File: config.mk
export PLATFORM = sky130hd
export DESIGN_NAME = ram_seq_ctrl_flat
export DESIGN_NICKNAME = d
export VERILOG_FILES = /design/src/rtl/ram_seq_ctrl_if.sv /design/src/rtl/ram_seq_ctrl.sv /design/src/flat_wrapper.sv
export SDC_FILE = /design/constraint.sdc
export NUM_CORES = 1
export LEC_CHECK = 0
export ABC_AREA = 1
export CAP_MARGIN = 20
export CORE_ASPECT_RATIO = 1.5
export CORE_UTILIZATION = 41
export DETAILED_ROUTE_END_ITERATION = 8
export PLACE_DENSITY = 0.86
export RECOVER_POWER = 50
export SETUP_SLACK_MARGIN = 0.5
export SLEW_MARGIN = 20
export SYNTH_ARGS = -nofsm -noshare
export SYNTH_HDL_FRONTEND = slang
export SYNTH_SLANG_ARGS = --single-unit
File: constraint.sdc
create_clock -name CLK_ -period 1.96 [get_ports CLK_]
set_clock_uncertainty 0.05 [all_clocks]
set_input_delay 0.392 -clock CLK_ [delete_from_list [all_inputs] [get_ports CLK_]]
set_output_delay 0.392 -clock CLK_ [all_outputs]
set_load 0.02 [all_outputs]
File: src/rtl/ram_seq_ctrl_if.sv
// Request/response handshake bundle between a requester and ram_seq_ctrl.
// The master issues requests and consumes responses; the slave is the controller.
interface ram_seq_ctrl_if #(
  parameter int ADDR_W = 2,
  parameter int DATA_W = 4
);
  logic              req_valid;
  logic              req_ready;
  logic              req_we;
  logic [ADDR_W-1:0] req_addr;
  logic [DATA_W-1:0] req_wdata;
  logic              rsp_valid;
  logic              rsp_ready;
  logic              rsp_we;
  logic [DATA_W-1:0] rsp_rdata;

  modport master (
    output req_valid, req_we, req_addr, req_wdata, rsp_ready,
    input  req_ready, rsp_valid, rsp_we, rsp_rdata
  );

  modport slave (
    input  req_valid, req_we, req_addr, req_wdata, rsp_ready,
    output req_ready, rsp_valid, rsp_we, rsp_rdata
  );
endinterface

File: src/rtl/ram_seq_ctrl.sv
// Single-outstanding request/response sequencer in front of a bank of
// negedge-read storage cells: decode, one-cycle access, registered response.
module ram_seq_ctrl #(
  parameter int ADDR_W = 2,
  parameter int DATA_W = 4,
  localparam int N = 2**ADDR_W
) (
  input  logic                CLK_,
  input  logic                CLR_,
  ram_seq_ctrl_if.slave       bus,
  output logic [N-1:0]        cell_sel,
  output logic                R_W_,
  output logic [DATA_W-1:0]   data_in,
  input  logic [N*DATA_W-1:0] cell_dout
);

  typedef enum logic [1:0] {IDLE, ACCESS, RESP} state_t;

  state_t              state_reg, state_next;
  logic                we_reg, we_next;
  logic [ADDR_W-1:0]   addr_reg, addr_next;
  logic [DATA_W-1:0]   wdata_reg, wdata_next;

  logic                req_ready_reg, req_ready_next;
  logic                rsp_valid_reg, rsp_valid_next;
  logic                rsp_we_reg, rsp_we_next;
  logic [DATA_W-1:0]   rsp_rdata_reg, rsp_rdata_next;
  logic [N-1:0]        cell_sel_reg, cell_sel_next;
  logic                r_w_reg, r_w_next;
  logic [DATA_W-1:0]   data_in_reg, data_in_next;

  logic                accept;
  logic [N-1:0]        sel_dec;
  logic [DATA_W-1:0]   dout_slice [N];

  // req_ready mirrors state_reg == IDLE, so accepting never depends on an output path
  assign accept = (state_reg == IDLE) && bus.req_valid;

  generate
    for (genvar gi = 0; gi < N; gi++) begin : g_cell
      assign sel_dec[gi]    = (addr_next == ADDR_W'(gi));
      assign dout_slice[gi] = cell_dout[gi*DATA_W +: DATA_W];
    end
  endgenerate

  always_ff @(posedge CLK_ or negedge CLR_) begin
    if (!CLR_) begin
      state_reg     <= IDLE;
      we_reg        <= 1'b0;
      addr_reg      <= '0;
      wdata_reg     <= '0;
      req_ready_reg <= 1'b1;
      rsp_valid_reg <= 1'b0;
      rsp_we_reg    <= 1'b0;
      rsp_rdata_reg <= '0;
      cell_sel_reg  <= '0;
      r_w_reg       <= 1'b0;
      data_in_reg   <= '0;
    end else begin
      state_reg     <= state_next;
      we_reg        <= we_next;
      addr_reg      <= addr_next;
      wdata_reg     <= wdata_next;
      req_ready_reg <= req_ready_next;
      rsp_valid_reg <= rsp_valid_next;
      rsp_we_reg    <= rsp_we_next;
      rsp_rdata_reg <= rsp_rdata_next;
      cell_sel_reg  <= cell_sel_next;
      r_w_reg       <= r_w_next;
      data_in_reg   <= data_in_next;
    end
  end

  always_comb begin
    state_next = state_reg;
    we_next    = we_reg;
    addr_next  = addr_reg;
    wdata_next = wdata_reg;
    case (state_reg)
      IDLE: begin
        if (accept) begin
          state_next = ACCESS;
          we_next    = bus.req_we;
          addr_next  = bus.req_addr;
          wdata_next = bus.req_wdata;
        end
      end
      ACCESS:  state_next = RESP;
      RESP:    if (bus.rsp_ready) state_next = IDLE;
      default: state_next = IDLE;
    endcase
  end

  // Outputs are computed for the state being entered so they register in step with it
  always_comb begin
    req_ready_next = (state_next == IDLE);
    rsp_valid_next = (state_next == RESP);
    cell_sel_next  = '0;
    r_w_next       = 1'b0;
    data_in_next   = '0;
    rsp_we_next    = rsp_we_reg;
    rsp_rdata_next = rsp_rdata_reg;
    if (state_next == ACCESS) begin
      cell_sel_next = sel_dec;
      r_w_next      = we_next;
      data_in_next  = we_next ? wdata_next : '0;
    end
    // The cell registered its data_out on the falling edge inside ACCESS
    if (state_reg == ACCESS) begin
      rsp_we_next    = we_reg;
      rsp_rdata_next = we_reg ? '0 : dout_slice[addr_reg];
    end
  end

  assign bus.req_ready = req_ready_reg;
  assign bus.rsp_valid = rsp_valid_reg;
  assign bus.rsp_we    = rsp_we_reg;
  assign bus.rsp_rdata = rsp_rdata_reg;
  assign cell_sel      = cell_sel_reg;
  assign R_W_          = r_w_reg;
  assign data_in       = data_in_reg;

endmodule

File: src/flat_wrapper.sv
// flat-port wrapper written by rule: the top's interface ports become plain ports
module ram_seq_ctrl_flat 
#(
  parameter int ADDR_W = 2,
  parameter int DATA_W = 4,
  localparam int N = 2**ADDR_W
)
  (CLK_, CLR_, cell_sel, R_W_, data_in, cell_dout, bus_req_valid, bus_req_we, bus_req_addr, bus_req_wdata, bus_rsp_ready, bus_req_ready, bus_rsp_valid, bus_rsp_we, bus_rsp_rdata);
  ram_seq_ctrl_if #(.ADDR_W(ADDR_W), .DATA_W(DATA_W)) bus_i ();
  input  logic CLK_;
  input  logic CLR_;
  output logic [N-1:0] cell_sel;
  output logic R_W_;
  output logic [DATA_W-1:0] data_in;
  input  logic [N*DATA_W-1:0] cell_dout;
  input wire logic [$bits(bus_i.req_valid)-1:0] bus_req_valid;
  input wire logic [$bits(bus_i.req_we)-1:0] bus_req_we;
  input wire logic [$bits(bus_i.req_addr)-1:0] bus_req_addr;
  input wire logic [$bits(bus_i.req_wdata)-1:0] bus_req_wdata;
  input wire logic [$bits(bus_i.rsp_ready)-1:0] bus_rsp_ready;
  output wire logic [$bits(bus_i.req_ready)-1:0] bus_req_ready;
  output wire logic [$bits(bus_i.rsp_valid)-1:0] bus_rsp_valid;
  output wire logic [$bits(bus_i.rsp_we)-1:0] bus_rsp_we;
  output wire logic [$bits(bus_i.rsp_rdata)-1:0] bus_rsp_rdata;
  assign bus_i.req_valid = bus_req_valid;
  assign bus_i.req_we = bus_req_we;
  assign bus_i.req_addr = bus_req_addr;
  assign bus_i.req_wdata = bus_req_wdata;
  assign bus_i.rsp_ready = bus_rsp_ready;
  assign bus_req_ready = bus_i.req_ready;
  assign bus_rsp_valid = bus_i.rsp_valid;
  assign bus_rsp_we = bus_i.rsp_we;
  assign bus_rsp_rdata = bus_i.rsp_rdata;
  ram_seq_ctrl #(.ADDR_W(ADDR_W), .DATA_W(DATA_W)) u_core (.CLK_(CLK_), .CLR_(CLR_), .bus(bus_i), .cell_sel(cell_sel), .R_W_(R_W_), .data_in(data_in), .cell_dout(cell_dout));
endmodule
# ---- Yosys cells after proc, flatten, opt, wreduce, memory -nomap -nowiden
# Cells that the tools add are included.
dict set report word_totals {
  output_inout_bits 16
  reg_bits 25
}
dict set report op_classes {
  magnitude_cmp 1
  n_reduce_logical 4
  mux 17
  n_bitwise 1
  n_eq_ne 7
}
# operator count
set op_table {}
lappend op_table {{two-way mux 4 bit} 8}
lappend op_table {{binary-select mux 4 bit (select 2 bit)} 1}
lappend op_table {{== test 2 bit, second input constant} 4}
lappend op_table {{two-way mux 2 bit} 4}
lappend op_table {{== test 2 x 1 -> 1 bit, second input constant} 3}
lappend op_table {{zero test 2 bit} 3}
lappend op_table {{case mux 2 bit (3 select lines)} 1}
lappend op_table {{>= comparator 3 bit, second input constant} 1}
lappend op_table {{two-way mux 1 bit} 3}
lappend op_table {{NOT 2 -> 3 bit} 1}
lappend op_table {{logical AND 1 bit} 1}

# ---- Logic depth before layout (Yosys ltp)
dict set report depth {
  word_depth 6
  ltp_mapped 6
  mapped_depth_nobuf 5
}

# ---- Worst setup path before layout
# OpenSTA, ideal clock, no wires.
dict set report synth_path {
  path_kind {register to output}
  startpoint {reg u_core.req_ready_reg, in the netlist u_core.bus.req_ready}
  endpoint {out bus_req_ready}
  required_time_ns 1.518
  path_buffers 0
  stages_incl_launch_ff 1
  path_slack_ns 0.964
  arrival_ns 0.554
  path_cell_list {dfstp_2}
}
# element line_no
set synth_rtl {}
lappend synth_rtl {{start: declaration} ram_seq_ctrl.sv:24} ;# logic req_ready_reg, req_ready_next;
lappend synth_rtl {{start signal: assignment} ram_seq_ctrl.sv:64} ;# req_ready_reg <= req_ready_next;
lappend synth_rtl {{end: declaration} flat_wrapper.sv:21} ;# output wire logic [$bits(bus_i.req_ready)-1:0] bus_req_ready;
# No word-level cell between the ends.

# ---- Worst setup path in the final report
dict set report layout_path {
  startpoint {reg u_core.req_ready_reg, in the netlist u_core.bus.req_ready}
  endpoint {out bus_req_ready}
}
# No word-level cell between the ends.

==> results.cfg <==
[routing]
highest_layer = met4
met1Wirelength_um = 763
wl_met2_um = 1026
routed_via_density = 4.747
wl_met3_um = 111
drt_iter0_drc = 18
drt_wl_total_um = 1945
firstDrtPassIters = 4
drcViolationCount = 0
routedWlPerCell_um = 12.01
ant_nets = 0
vias = 769

[timing]
tns_ps = 0
timing.fmax_ghz = 0.6887
final-setup-viol-count = 0
hold_viol = 0
rsz0062_at_grt = true
period_minus_slack_ps = 1452
finalWorstSetupSlack_ps = 507.9
period_share_pct = 74.09
slew_headroom_pct = 26.50
slew_violations = 0
worstMarginPinSlew_ps = 1103

[place]
place.gp.congestion = 0.7069
place_ws_ps = 429.4
dp.cells = 158
dp_hpwl_um = 1517
place_area_um2 = 1286
portBuffers = 42

[clocking]
path_clk_slew_ps = 120
cts_inserted_buffers = 3
clk_latency_ps = 320
cts.sinks = 21
postCtsSetupBuffers = 0
cts_tree = built
cts.root.buffer_cell = clkbuf_4
clock_path_buffers = 2
htree_levels = 1

[synthesis]
syn_area_um2 = 844.6
ys_seq_area_share_pct = 62.37
synthCells = 96
synth_seq_cells = 21
synth.area.top_cells = dfrtp_1, nand2_1, nand3_1
yosys_warnings = 0
synth.net_count = 123
synth.area.mux_share_pct = 0
synth_top_family_by_area = simple AND/OR/NAND/NOR gates
syn_area_per_cell_um2 = 8.798
synthSimpleGateAreaFrac_pct = 29.93
synthDistinctLibCells = 15
synth_compound_area_share_pct = 1.778
synthXorXnorAreaFrac_pct = 0
synth_top_cell_area_share_pct = 59.26
yosysTopAreaCell = dfrtp_1
synthAdderAreaFrac_pct = 0

[global_route]
grt_max_degree = 22
grt_first_pass_wirelength_um = 3332
grt.overflow.total = 0
grt_pass1_vias = 781
antenna_found_initial = 0
grt_usage_pct = 21.33

[floorplanning]
start_util_pct = 44.97
num_rows = 19
core_um2 = 1878
io_pins = 43
dieArea_um2 = 2249
die_w_um = 39.06
die_h_um = 57.59

[layout]
area_delta_synth_final_pct = 48.00
num-fill-cells = 173
drive_above_1_share_pct = 11.35
final_area_um2 = 1250
n_antenna_cell = 0
regArea_um2 = 526.8
multiInputGateArea_um2 = 257.7
nets = 169
final_cells = 162
final_cell_mix = nand2_1, clkdlybuf4s50_1, dfrtp_1
final_common_cell = nand2_1

[critical_path]
cp-end-kind = output pin
reg2reg_slack_ps = 610
critPathBufInv = 1
cp_slowest_cell = dfstp_2
critical_path_peak_fanout = 1
cp.arrival_ps = 1010
max_stage_delay_ps = 540
worstPathCellList = clkbuf_2
critical_path_class = flip-flop to output pin
start_kind = flip-flop
required_ps = 1520
crit_family = flip-flops

[power]
p_leak_nw = 0.6641
powerDensity_nw_per_um2 = 1167
p_comb_share_pct = 39.5
swShare_pct = 40.71
max-vdd-ir-drop_uv = 668.2
sequentialPowerShare_pct = 45.8
p_int_mw = 0.8647
clkPwrFrac_pct = 14.8
p_sw_mw = 0.5937

[run_status]
status = finished clean

[hold_path]
worstHoldPathType = flip-flop to flip-flop

[job]
max_cap_violations = 0
[Yosys cell counts]
cell type  count
a21oi_1        1
buf_2          1
buf_4          1
dfrtp_1       20
dfstp_2        1
inv_1          8
inv_2          2
nand2_1       33
nand2_2        1
nand3_1       12
nor2_1        12
nor2_4         1
o21ai_0        1
o21ai_1        1
or2_1          1
[per-stage QoR]
stage / utilization, % / hold slack (ps) / total power [mW]
2_1_floorplan: - / 46.41 / 1.051
3_3_place_gp: 68.49 / 413.8 / 1.312
3_5_place_dp: 68.49 / 421.4 / 1.344
4_1_cts: 69.49 / 352.2 / 1.503
5_1_grt: 66.56 / 486.1 / 1.568
6_report: 66.56 / 448.0 / 1.458
[power groups by stage]
stage,Sequential [mW],Clock (mW),Combinational [mW]
6_report,0.667,0.216,0.575
3_3_place_gp,0.671,0,0.641
5_1_grt,0.685,0.236,0.648
2_1_floorplan,0.755,0,0.296
4_1_cts,0.671,0.217,0.615
3_5_place_dp,0.681,0,0.663
[repair_timing]
| action | 4_1_cts | 5_1_grt |
|---|---|---|
| resized for setup | 25 | 17 |
| hold buffers | 0 | 0 |
| cloned | 0 | 0 |
| pin swaps | 0 | 0 |
| endpoints found under the setup margin | 16 | 14 |
[worst paths after layout]
check | cells after the start | endpoint | start
setup / recovery | 1 | bus_req_ready | u_core.bus.req_ready
hold / removal | 2 | u_core.we_reg | u_core.we_reg
setup reg to reg | 5 | u_core.bus.rsp_rdata[2] | u_core.state_reg[1]
hold reg to reg | 2 | u_core.we_reg | u_core.we_reg
max in group asynchronous | 2 | u_core.cell_sel[0] | CLR_
min in group asynchronous | 2 | u_core.data_in[2] | CLR_
[area by class of cell]
class                      count  share of cell area [%]
inverter                      10                   3.003
clock inverter                 1                  0.4004
sequential                    21                   42.14
multi-input combinational     63                   20.62
timing repair buffer          43                   29.93
tap                           21                   2.102
clock buffer                   3                   1.802
[routing by layer]
layer	vias to the layer above	track usage, %
li1	383	-
met1	352	26.46
met2	30	35.24
met3	4	3.891
met4	0	8.867
met5	-	0
[cell families after synthesis]
family                 Yosys count
AOI/OAI and AO/OA                3
buffers and inverters           12
DFF                             21
and+or+nand+nor                 60
Power figures use the tool's default switching activity.
